--- config.mk ---
export PLATFORM = sky130hd
export DESIGN_NAME = writeback_buffer
export DESIGN_NICKNAME = d
export VERILOG_FILES = /design/src/rtl/writeback_buffer.sv
export SDC_FILE = /design/constraint.sdc
export NUM_CORES = 1
export LEC_CHECK = 0
export CAP_MARGIN = 0
export CORE_MARGIN = 2
export CORE_UTILIZATION = 54
export CTS_BUF_LIST = sky130_fd_sc_hd__clkbuf_8
export DETAILED_ROUTE_END_ITERATION = 10
export GPL_TIMING_DRIVEN = 0
export PLACE_DENSITY = 0.88
export SYNTH_ARGS = -nofsm -noshare
export SYNTH_HDL_FRONTEND = slang
export SYNTH_SLANG_ARGS = --single-unit
--- constraint.sdc ---
create_clock -name clk -period 5.5 [get_ports clk]
set_input_delay 1.1 -clock clk [delete_from_list [all_inputs] [get_ports clk]]
set_output_delay 1.1 -clock clk [all_outputs]
set_load 0.02 [all_outputs]
--- src/rtl/writeback_buffer.sv ---
// -----------------------------------------------------------------------------
// writeback_buffer
//
// Small circular FIFO placed behind the data cache's eviction port. Each
// evicted word (address + data) is captured and drained toward memory under a
// valid/ready handshake. A repeated eviction of an address already held is
// folded into the existing entry. A combinational lookup port lets a cache miss
// pick up dirty data that has not yet reached memory.
//
// Ports:
//   clk          clock, all state updates on the rising edge
//   rst_n        synchronous active-low reset
//   in_en        eviction valid (cache store enable)
//   in_addr      evicted word address [ADDR_W:1]
//   in_data      evicted data
//   in_ready     buffer can take in_en this cycle
//   mem_wen      head entry valid toward memory
//   mem_waddr    head entry address
//   mem_wdata    head entry data
//   mem_wready   memory accepts the head this cycle
//   lk_addr      lookup address
//   lk_hit       lookup address is held in the buffer
//   lk_data      data of the youngest matching entry, 0 on miss
//   count        number of occupied entries
//   overflow     sticky: an eviction was dropped since reset
// -----------------------------------------------------------------------------
module writeback_buffer #(
    parameter int DEPTH  = 4,
    parameter int PTR_W  = 2,
    parameter int ADDR_W = 15,
    parameter int DATA_W = 16
) (
    input  logic              clk,
    input  logic              rst_n,
    input  logic              in_en,
    input  logic [ADDR_W:1]   in_addr,
    input  logic [DATA_W-1:0] in_data,
    output logic              in_ready,
    output logic              mem_wen,
    output logic [ADDR_W:1]   mem_waddr,
    output logic [DATA_W-1:0] mem_wdata,
    input  logic              mem_wready,
    input  logic [ADDR_W:1]   lk_addr,
    output logic              lk_hit,
    output logic [DATA_W-1:0] lk_data,
    output logic [PTR_W:0]    count,
    output logic              overflow
);

    localparam logic [PTR_W:0]   FULL_CNT = (PTR_W + 1)'(DEPTH);
    localparam logic [PTR_W:0]   CNT_ONE  = (PTR_W + 1)'(1);
    localparam logic [PTR_W-1:0] PTR_ONE  = PTR_W'(1);

    // Entry storage and control state
    logic [DEPTH-1:0]  valid_q, valid_d;
    logic [ADDR_W:1]   addr_q [DEPTH];
    logic [ADDR_W:1]   addr_d [DEPTH];
    logic [DATA_W-1:0] data_q [DEPTH];
    logic [DATA_W-1:0] data_d [DEPTH];
    logic [PTR_W-1:0]  head_q, head_d;
    logic [PTR_W-1:0]  tail_q, tail_d;
    logic [PTR_W:0]    count_q, count_d;
    logic              overflow_q, overflow_d;

    // Derived per-cycle signals
    logic              xfer_s;
    logic              coal_hit_s;
    logic [PTR_W-1:0]  coal_idx_s;
    logic              lk_hit_s;
    logic [PTR_W-1:0]  lk_idx_s;
    logic              in_ready_s;
    logic              alloc_s;

    assign xfer_s = valid_q[head_q] & mem_wready;

    // Scan entries oldest-to-youngest so the last match found is the youngest.
    // The head is skipped for coalescing while it is leaving this cycle, so a
    // fresh eviction of the same address gets its own slot instead of vanishing.
    always_comb begin
        logic [PTR_W-1:0] idx;
        coal_hit_s = 1'b0;
        coal_idx_s = '0;
        lk_hit_s   = 1'b0;
        lk_idx_s   = '0;
        for (int k = 0; k < DEPTH; k++) begin
            idx = head_q + PTR_W'(k);
            if (valid_q[idx] && (addr_q[idx] == in_addr) && !(xfer_s && (k == 0))) begin
                coal_hit_s = 1'b1;
                coal_idx_s = idx;
            end else begin
                coal_hit_s = coal_hit_s;
            end
            if (valid_q[idx] && (addr_q[idx] == lk_addr)) begin
                lk_hit_s = 1'b1;
                lk_idx_s = idx;
            end else begin
                lk_hit_s = lk_hit_s;
            end
        end
    end

    assign in_ready_s = (count_q < FULL_CNT) | xfer_s | coal_hit_s;
    assign alloc_s    = in_en & in_ready_s & ~coal_hit_s;

    // Next-state: drain the head, then coalesce or allocate the eviction.
    // Allocation is applied after the head invalidate so a full-buffer
    // enqueue that lands on the departing head slot keeps its valid bit.
    always_comb begin
        valid_d    = valid_q;
        addr_d     = addr_q;
        data_d     = data_q;
        head_d     = head_q;
        tail_d     = tail_q;
        overflow_d = overflow_q | (in_en & ~in_ready_s);

        if (xfer_s) begin
            valid_d[head_q] = 1'b0;
            head_d          = head_q + PTR_ONE;
        end else begin
            head_d = head_q;
        end

        if (in_en && coal_hit_s) begin
            data_d[coal_idx_s] = in_data;
        end else if (alloc_s) begin
            valid_d[tail_q] = 1'b1;
            addr_d[tail_q]  = in_addr;
            data_d[tail_q]  = in_data;
            tail_d          = tail_q + PTR_ONE;
        end else begin
            tail_d = tail_q;
        end

        if (alloc_s && !xfer_s) begin
            count_d = count_q + CNT_ONE;
        end else if (!alloc_s && xfer_s) begin
            count_d = count_q - CNT_ONE;
        end else begin
            count_d = count_q;
        end
    end

    // State register with synchronous reset; reset drops every entry.
    always_ff @(posedge clk) begin
        if (!rst_n) begin
            valid_q    <= '0;
            head_q     <= '0;
            tail_q     <= '0;
            count_q    <= '0;
            overflow_q <= 1'b0;
            for (int i = 0; i < DEPTH; i++) begin
                addr_q[i] <= '0;
                data_q[i] <= '0;
            end
        end else begin
            valid_q    <= valid_d;
            head_q     <= head_d;
            tail_q     <= tail_d;
            count_q    <= count_d;
            overflow_q <= overflow_d;
            addr_q     <= addr_d;
            data_q     <= data_d;
        end
    end

    assign in_ready  = in_ready_s;
    assign mem_wen   = valid_q[head_q];
    assign mem_waddr = addr_q[head_q];
    assign mem_wdata = data_q[head_q];
    assign lk_hit    = lk_hit_s;
    assign lk_data   = lk_hit_s ? data_q[lk_idx_s] : {DATA_W{1'b0}};
    assign count     = count_q;
    assign overflow  = overflow_q;

endmodule

# After elaboration in Yosys (flattened, before gate mapping)
# Cells that the tools add are included.
word_totals:
  in_bits: 50
  wordCells: 148
  register_bits: 136
  output_inout_bits: 54
classes:
  muxes: 63
  n_bitwise: 20
  order_cmp: 17
  n_addsub: 6
  reduce_logical: 21
  eq_ne: 8
ops:
  columns: ["operator", "count"]
  rows:
  - ["15-bit two-way mux", 9]
  - ["64-bit bitwise mux", 2]
  - ["64-bit two-way mux", 2]
  - ["15-bit binary-select mux with 2-bit select", 4]
  - ["15-bit equality test", 8]
  - ["16-bit two-way mux", 7]
  - ["16-bit binary-select mux with 2-bit select", 2]
  - ["16-bit demux with 2-bit select", 2]
  - ["60-bit bitwise mux", 1]
  - ["15-bit demux with 2-bit select", 1]
  - ["3-bit greater-or-equal comparator (second input constant)", 7]
  - ["2-bit NOT with 3-bit output", 7]
  - ["1-bit logical AND", 16]
  - ["2-bit two-way mux", 8]
  - ["2-bit by 3-bit less-than comparator with 1-bit output (second input constant)", 5]
  - ["1-bit two-way mux", 14]
  - ["4-bit two-way mux", 3]
  - ["1-bit binary-select mux with 2-bit select", 4]
  - ["3-bit by 1-bit less-than comparator with 1-bit output (second input constant)", 2]
  - ["3-bit two-way mux", 2]
  - ["2-bit by 1-bit adder with 2-bit output (second input constant)", 2]
  - ["2-bit adder (second input constant)", 2]
  - ["1-bit AND", 4]
  - ["4-bit AND", 1]
  - ["other kinds (12)", 20]

# Longest topological paths before layout
# Gate-level depths: netlist of the first run.
depth:
  depth_word: 18
  depth_mapped: 22

# Least setup slack after synthesis of the first run
# No wires, ideal clock.
synth_timing:
  path_kind: "reg-to-output"
  startpoint: "register head_q[1]"
  endpoint: "output lk_data[10]"
  n_path_buf: 8
  arrival_ps: 4633
  path_stages_with_launch: 20
  t_required_ps: 4400
  setup_slack_ps: -233
  cell_sequence: "dfxtp_1 -> buf_6 -> buf_6 -> buf_6 -> clkbuf_1 -> buf_1 -> inv_1 -> ha_1 -> buf_2 -> buf_2 -> mux2_2 -> mux2i_1 -> xor2_1 -> nand4_1 -> nor4_2 -> mux2_2 -> o311ai_4 -> buf_6 -> mux2i_1 -> o22ai_1"
synth_between:
  elab_chain_cells: 15
  word_cells_on_any_way: 48
  classes_between: "add/sub: 3; eq/ne: 4; mux: 32; bitwise: 5; reduce/logical: 4"
synth_rtl:
  columns: ["element", "line", "source"]
  rows:
  - ["start, declared", "60", "logic [PTR_W-1:0] head_q, head_d;"]
  - ["start signal, assigned", "147", "head_q <= '0;"]
  - ["start signal, assigned", "157", "head_q <= head_d;"]
  - ["2-bit by 1-bit adder with 2-bit output or 2-bit NOT with 3-bit output (tied branches)", "86, 93", null]
  - ["2-bit NOT with 3-bit output (implied by the code) or 15-bit binary-select mux with 2-bit select (tied branches)", "93", "if (valid_q[idx] && (addr_q[idx] == lk_addr)) begin"]
  - ["15-bit binary-select mux with 2-bit select or 15-bit two-way mux (tied branches)", "93", null]
  - ["15-bit two-way mux (implied by the code)", "93", null]
  - ["15-bit two-way mux (implied by the code) or 15-bit equality test (tied branches)", "93", null]
  - ["15-bit equality test or 1-bit logical AND (tied branches)", "93", null]
  - ["1-bit logical AND or 2-bit two-way mux (tied branches)", "93", null]
  - ["2-bit two-way mux (3 in series)", "93", null]
  - ["2-bit NOT with 3-bit output (implied by the code)", "171", "assign lk_data = lk_hit_s ? data_q[lk_idx_s] : {DATA_W{1'b0}};"]
  - ["16-bit binary-select mux with 2-bit select", "171", null]
  - ["16-bit two-way mux (implied by the code) (2 in series)", "171", null]
  - ["16-bit two-way mux (*)", "171", null]
  - ["end, declared", "45", "output logic [DATA_W-1:0] lk_data,"]
# Every way passes the cells marked *; elsewhere a longest branch is shown, timed or not. The select of a mux whose other input is x is not followed.

# Worst setup path after layout of the first run
layout_timing:
  startpoint: "register head_q[0]"
  endpoint: "output lk_data[14]"
# The elaborated chain is that of the path after synthesis.

==> key figures, run 1 <==
Routing
  – WL final: 37,760 µm
  – DR DRC count: 6
  – Final ANT Viol Nets: 0
  – Total number of vias: 9,236
  – Pre-Repair DR Iteration Count: 9
  – Vias per cell: 6.887
  – Starting DRT DRC Count: 1,116
  – Wire length per cell: 28.16 µm

Global route
  – Initial antenna violation count: 0
  – First-pass GRT wire length: 56,520 µm
  – Largest net degree at the start of global routing: 17
  – Vias in the first global route: 9,326
  – Total Routing Usage GR: 0.3831
  – GRT Residual Overflow: 0

Critical path
  – Setup Crit Path Kind: reg -> out
  – Worst Path Max Fanout: 10
  – Critical-path top delay cell: mux4_2
  – Crit path launch type: register
  – Cell family with most CP delay: buffers and inverters
  – Worst path arrival time: 4350 ps
  – Worst setup EP type: primary output
  – Critical Path Max Stage Delay: 600 ps
  – Most frequent CP cell: buf_6
  – Required @ worst endpoint: 4400 ps
  – Critical path, cell by cell: buf_12 -> buf_4 -> buf_4 -> buf_8 -> mux4_2 -> xnor2_2 -> nand4_1 -> nor4_4 -> a21oi_2 -> o311ai_4 -> buf_6 -> buf_6 -> mux2i_2 -> o22ai_2 -> buf_6
  – Worst path bufs/invs: 7

Synth
  – Synthesized net count: 1,001
  – Number of flops mapped to enable cells by yosys: 0
  – Avg Inst Size Synth: 10.62 µm²
  – Flops & latches, synth: 136
  – Cell Area, Synth: 9993 µm²
  – Post-synth top flop: dfxtp_1
  – Post-Syn Instances: 941
  – Async SR Flop Fraction: 0
  – Yosys warns: 0
  – Netlist cell types: 71
  – Seq/Total Area, Yosys: 0.2724

Power and ir drop
  – Switching power: 1.511 mW
  – Internal: 2.316 mW
  – Leak: 4.716 nW
  – Peak supply drop: 0.0002013 V
  – PwrDens: 301.5 nW/µm²
  – Switching part of the total power: 0.3948
  – Seq pwr share: 0.320
  – Combinational share of power: 0.435
  – Clock power share: 0.244

STA
  – Worst Skew: 14.67 ps
  – Worst Max-Slew Pin Slew: 870.4 ps
  – Slew Limit Fails: 0
  – Setup violators final: 0
  – Final min period: 5451 ps
  – Maximum clock rate: 183.5 MHz
  – Setup tns final: 0 ps
  – Hold slack: 487.1 ps
  – Post-route clock period utilization: 0.9911
  – Final hold violation count: 0
  – Slew HR: 0.4197

Die
  – # rows: 49
  – Core footprint: 18,090 µm²
  – Die Y: 140.0 µm
  – DIE WIDTH: 140.0 µm
  – Die ar.: 19,610 µm²
  – # IOs: 104
  – Starting Density: 0.5525

Run status
  – Failing checks: design-rule violations
  – Status: finished with violations

Job
  – MaxCap Viol Count: 0

CTS
  – Clock sinks: 136
  – H-tree depth: 4
  – Clock tree buffer depth: 2
  – Clock Latency Late Sink: 490 ps
  – Num CTS Buffers: 17
  – CTS tree: yes
  – Clk slew on worst S/H paths: 100 ps
  – Root buffer cell: clkbuf_8

Placement
  – GPL Wtd Cong: 1.020
  – Hpwl dp: 24,120 µm
  – Port Buffers: 79

Finish
  – Fin nets: 1,159
  – Fillers: 1,174
  – Area delta synth->final: 26.99%
  – Share of cells above drive strength 1: 0.2716
  – Diodes inserted: 0
  – Post-layout util: 0.7017

Min path
  – Hold Path Class: reg -> reg
==> cells in the final DEF (no fill, tap or decap), types with 5 or more instances in the layout <==
cell               n
mux4_2            63
nor2_1             5
ha_1               8
inv_6              5
mux2i_2           14
mux2i_1          177
nand4_1           23
nand3_1            7
clkdlybuf4s50_1   62
buf_12            15
inv_1             14
buf_6             32
clkbuf_1          31
mux4_1             5
o22ai_2           16
nor2b_1           63
buf_4             59
inv_8              5
and2_1             5
nor4_4             5
xnor2_1           96
clkbuf_8          17
nand2_1          102
xor2_1            12
a21boi_0           6
xnor2_2            9
buf_1             12
dfxtp_1          134
mux2i_4            9
==> power groups by stage <==
stage          clock (mW)  sequential [mW]  combinational [mW]
4_1_cts             0.927             1.21                1.56
5_1_grt             0.968             1.24                1.72
2_1_floorplan           0             1.20               0.978
3_5_place_dp            0             1.22                1.40
6_report            0.934             1.23                1.67
3_3_place_gp            0             1.21                1.38
==> path summary, 6_finish.rpt <==
| check | start | endpoint | slack, ps | depth (start not counted) |
|---|---|---|---|---|
| max | head_q[0] | lk_data[14] | 50 | 15 |
| min reg2reg | data_q[34] | data_q[34] | 490 | 2 |
| min | data_q[34] | data_q[34] | 490 | 2 |
| max reg2reg | head_q[1] | data_q[29] | 1120 | 18 |
==> what timing repair did <==
item / CTS / global route
pin swaps: 21 / 16
endpoints found under the setup margin: 142 / 27
setup buffers: 44 / 22
hold buffers: 0 / 0
resized for setup: 195 / 35
cloned: 4 / 1
==> cell usage after synthesis, types with 3 or more instances <==
| cell | n | share of area |
|---|---|---|
| dfxtp_1 | 136 | 0.27 |
| and2_1 | 5 | 0.0031 |
| buf_2 | 10 | 0.0050 |
| buf_4 | 8 | 0.0060 |
| nand4_1 | 23 | 0.014 |
| nor4_2 | 3 | 0.0038 |
| xnor2_1 | 105 | 0.092 |
| ha_1 | 9 | 0.011 |
| clkbuf_1 | 33 | 0.012 |
| a21boi_0 | 6 | 0.0045 |
| buf_6 | 17 | 0.019 |
| inv_1 | 15 | 0.0056 |
| o22ai_1 | 18 | 0.011 |
| mux2i_1 | 200 | 0.20 |
| a221oi_1 | 3 | 0.0026 |
| mux4_1 | 5 | 0.013 |
| nor2b_1 | 63 | 0.039 |
| xor2_1 | 12 | 0.011 |
| a21oi_1 | 4 | 0.0020 |
| nor4_1 | 3 | 0.0019 |
| buf_1 | 14 | 0.0053 |
| nand2_4 | 3 | 0.0034 |
| nand2_1 | 102 | 0.038 |
| a22oi_1 | 4 | 0.0030 |
| nand3_1 | 7 | 0.0035 |
| nor2_1 | 5 | 0.0019 |
| mux2_2 | 7 | 0.0079 |
| mux4_2 | 63 | 0.14 |
==> registers in the layout, summed over array words and instances, names as in the netlist <==
register	count
count	3
head_q	2
addr_q	60
data_q	64
valid_q	4
tail_q	2
overflow	1
==> layout make-up <==
| class | count | area, µm² | area share |
|---|---|---|---|
| Tap cell | 229 | 286.5 | 0.02258 |
| Inverter | 16 | 75.07 | 0.005915 |
| Buffer | 75 | 566.8 | 0.04466 |
| Multi-Input combinational cell | 705 | 7098 | 0.5593 |
| Timing Repair Buffer | 148 | 1496 | 0.1179 |
| Sequential cell | 136 | 2730 | 0.2151 |
| Clock buffer | 17 | 234.0 | 0.01844 |
| Clock inverter | 15 | 203.9 | 0.01607 |
==> metal layers <==
metal	wire length, µm	global-route usage
met5	0	0
met4	2442	0.2180
met3	5424	0.1111
met2	16420	0.5828
met1	13470	0.4902
==> worst reg2reg max path: stages, from the launching register on <==
cell and delay [ps]:
dfxtp_4 380, buf_12 100, buf_12 120, inv_8 40
ha_4 290, buf_12 120, buf_12 110, buf_12 110
mux2i_1 350, mux2i_1 180, buf_4 160, a221o_1 370
a211oi_4 320, nand3_2 240, a21oi_2 200, a31oi_1 80
o31ai_4 570, buf_6 280, mux2i_1 290
==> cell families (layout without fill, tap and decap cells) <==
kind of cell | Yosys count | in the layout | synth area share
buf+inv | 100 | 271 | 0.05784
flops | 136 | 136 | 0.2724
xor+xnor | 117 | 117 | 0.1025
mux | 275 | 275 | 0.3633
simple gates | 231 | 231 | 0.1240
compound gates | 72 | 72 | 0.06661
fa+ha+maj | 10 | 10 | 0.01327
==> stage by stage <==
stage / power [mW] / instance area, µm² / setup slack, ps / cells
after floorplan: 2.178 / 10110 / 49.63 / 941
after global placement: 2.594 / 11180 / -1889 / 1249
after detailed placement: 2.624 / 11180 / -1952 / 1249
after CTS: 3.694 / 12510 / -231.8 / 1328
after global routing: 3.923 / 12690 / -17.78 / 1341
final: 3.827 / 12690 / 49.07 / 1341
(Power assumes the default switching activity.)
==> run 2: changes to the inputs <==
- ABC_AREA: unset -> 1
- CTS_CLUSTER_DIAMETER: unset -> 200
- PLACE_DENSITY: 0.88 -> 0.87
==> run 2 against run 1 <==
Combinational power grew 68%; worst setup slack improved by 75 ps; global-route usage grew 4.4 points; synthesized cell count increased by 100%; flip-flop and latch count unchanged; final cell count increased by 70%; register-to-register slack got worse by 170 ps; clock power shrank 9.9%; synthesized area grew 6.1%; maximum frequency rose by 1.4%; largest power group unchanged; first-iteration DRC count rose by 55%; the flow now finishes without violations.
==> key figures, run 2 <==
Die
  – Starting Density: 0.5484 (-0.004105)
  – Core footprint: 19,330 µm² (+6.9%)
  – Die Y: 144.1 µm (+2.9%)
  – DIE WIDTH: 144.1 µm (+2.9%)
  – # IOs: 104 (unchanged)
  – # rows: 51 (+4.1%)
  – Die ar.: 20,770 µm² (+5.9%)

Placement
  – Hpwl dp: 34,940 µm (+45%)
  – DP Worst Slack: -1001 ps (+951.4 ps)
  – Placed cell count: 2,253 (+80%)
  – Port Buffers: 88 (+11%)
  – Placed standard-cell area: 11,820 µm² (+5.7%)
  – GPL Wtd Cong: 1.035 (+1.5%)

Global route
  – First-pass GRT wire length: 66,010 µm (+17%)
  – Vias in the first global route: 11,590 (+24%)
  – GRT Residual Overflow: 0 (unchanged)
  – Initial antenna violation count: 0 (unchanged)
  – Largest net degree at the start of global routing: 17 (unchanged)
  – Total Routing Usage GR: 0.4270 (+0.04387)

Synth
  – Yosys warns: 0 (unchanged)
  – Synthesized net count: 1,960 (+96%)
  – Netlist cell types: 35 (-51%)
  – Cell Area, Synth: 10,600 µm² (+6.1%)
  – Post-synth top flop: dfxtp_1
  – Number of flops mapped to enable cells by yosys: 0 (unchanged)
  – Share of the synthesized area in the top cell type: 0.2568 (-0.01569)
  – Largest area contributor in the netlist: dfxtp_1
  – Count leader, synth: nand2_1
  – Seq/Total Area, Yosys: 0.2568 (-0.01569)
  – Top cells by count, synth: 629 x nand2_1, 276 x nand3_1, 255 x nor2_1
  – Avg Inst Size Synth: 5.581 µm² (-47%)
  – Synth area leaders: dfxtp_1 26%, nand2_1 22%, nand3_1 13%
  – Async SR Flop Fraction: 0 (unchanged)
  – Flops & latches, synth: 136 (unchanged)
  – Post-Syn Instances: 1,900 (+100%)

Critical path
  – Setup Crit Path Kind: reg -> out
  – Worst path bufs/invs: 9 (+2)
  – Critical-path top delay cell: o21ai_1
  – Critical path, cell by cell: buf_6 -> inv_2 -> buf_6 -> buf_4 -> ha_4 -> buf_4 -> buf_6 -> o21ai_1 -> nand4_1 -> nor2_1 -> nand3b_1 -> nor2_4 -> nand2_1 -> nand2_1 -> inv_1 -> nand2_2 -> nand2_2 -> buf_4 -> nand2_1 -> nand3_1 -> a21oi_1 -> buf_4
  – Required @ worst endpoint: 4400 ps (about the same)
  – Worst Path Max Fanout: 20 (+10)
  – Worst path arrival time: 4280 ps (-70 ps)
  – Crit path launch type: register
  – Worst setup EP type: primary output
  – Most frequent CP cell: buf_4
  – Reg-to-reg slack, setup: 950 ps (-170 ps)
  – Cell family with most CP delay: buffers and inverters
  – Critical Path Max Stage Delay: 370 ps (-230 ps)

Job
  – MaxCap Viol Count: 0 (unchanged)

STA
  – Slew Limit Fails: 0 (unchanged)
  – Worst Skew: 20.22 ps (+5.555 ps)
  – Maximum clock rate: 186.0 MHz (+1.4%)
  – Worst Max-Slew Pin Slew: 755.8 ps (-114.6 ps)
  – Final hold violation count: 0 (unchanged)
  – Setup slack after layout: 124.3 ps (+75.21 ps)
  – Final min period: 5376 ps (-75.21 ps)
  – Post-route clock period utilization: 0.9774 (-0.01367)
  – RSZ-0062 raised after global routing: no
  – Setup violators final: 0 (unchanged)
  – Slew HR: 0.4961 (+0.07642)

Routing
  – Vias per cell: 5.712 (-17%)
  – Total number of vias: 13,050 (+41%)
  – Wire length per cell: 19.47 µm (-31%)
  – WL final: 44,470 µm (+18%)
  – Starting DRT DRC Count: 1,727 (+55%)
  – Pre-Repair DR Iteration Count: 6 (-3)
  – Final ANT Viol Nets: 0 (unchanged)
  – DR DRC count: 0 (-6)

CTS
  – CTS tree: yes
  – Root buffer cell: clkbuf_8
  – Num CTS Buffers: 17 (unchanged)
  – Cts hold-fix bufs: 0 (unchanged)
  – Clock Latency Late Sink: 480 ps (about the same)
  – H-tree depth: 4 (unchanged)
  – Clock tree buffer depth: 2 (unchanged)
  – Clk slew on worst S/H paths: 100 ps (about the same)
  – Clock sinks: 136 (unchanged)

Power and ir drop
  – Peak supply drop: 0.0003788 V (+88%)
  – Leak: 5.845 nW (+24%)
  – Tot Pwr: 4.928 mW (+29%)
  – PwrDens: 400.7 nW/µm² (+33%)

Run status
  – Status: completed

Finish
  – Finished layout cell area: 12,300 µm² (-3.1%)
  – Post-Layout Cell Count: 2,284 (+70%)
  – Fin nets: 2,066 (+78%)
  – Area delta synth->final: 15.96%
  – Max reg flops: 64 (unchanged)
  – Share of cells above drive strength 1: 0.08569 (-0.1859)
  – Commonest non-fill, non-tap cell in the layout: nand2_1
  – Post-layout util: 0.6360 (-0.06570)
  – Diodes inserted: 0 (unchanged)
  – Largest regs: data_q (64), addr_q (60), valid_q (4)
  – Most frequent cells in the layout: 619 x nand2_1, 271 x nand3_1, 254 x nor2_1
  – Top reg by flops: data_q

Min path
  – Hold Path Class: reg -> reg
-- run 2: changes by cell type after synthesis, sizes merged, moves of 34 or more --
| cell | change |
|---|---|
| nor2b | -63 |
| xnor2 | -104 |
| a21oi | +142 |
| nor2 | +255 |
| nand2 | +524 |
| inv | +160 |
| nand3 | +273 |
| nand3b | +34 |
| o21ai | +44 |
| mux2i | -200 |
| mux4 | -68 |
-- run 2: layout make-up --
| class | instances | area (µm²) |
|---|---|---|
| multi-input combinational | 1466 | 6708 |
| clock inverter | 14 | 132.6 |
| sequential | 136 | 2724 |
| timing repair buffer | 89 | 823.3 |
| inverter | 178 | 670.6 |
| fill | 1921 | 7038 |
| clock buffer | 18 | 247.7 |
| buffer | 118 | 659.4 |
| tap | 265 | 331.6 |
-- run 2: stage by stage --
stage | TNS (ps) | hold slack [ps]
6_report | 0 | 484.6
2_1_floorplan | 0 | 451.6
3_5_place_dp | -14830 | 468.5
3_3_place_gp | -14520 | 451.4
4_1_cts | 0 | 489.2
5_1_grt | 0 | 512.9
-- run 2: cells by family after synthesis --
kind of cell / count (synthesis) / share of synthesized area
AOI/OAI and AO/OA: 205 / 0.09959
buffers and inverters: 298 / 0.1183
and+or+nand+nor: 1216 / 0.4839
DFF: 136 / 0.2568
xor gates and xnor gates: 35 / 0.02891
adders and majority gates: 10 / 0.01251
-- run 2: path summary, 6_finish.rpt --
kind,start,endpoint,depth (start not counted)
max reg2reg,head_q[1],count[2],29
min,overflow,overflow,1
max,head_q[1],lk_data[0],22
min reg2reg,overflow,overflow,1
-- run 2: what timing repair did --
action                     in CTS  in global routing
pin swaps                       0                  1
setup endpoints to repair      18                 17
gates resized for setup       110                 19
setup buffers                   1                  0
-- run 2: routing by layer --
layer  wire length (µm)  up-vias  GRT usage
met1              19200     5865     0.6329
met3               7500       83     0.1669
li1                   -     6202          -
met2              16690      897     0.5704
met5                  0        -          0
met4               1076        0     0.1073
-- run 2: power breakdown --
group / internal (mW) / total (mW) / switching [mW]
registers: 1.13 / 1.28 / 0.156
logic: 0.946 / 2.80 / 1.86
clock network: 0.343 / 0.842 / 0.499
total: 2.42 / 4.93 / 2.51
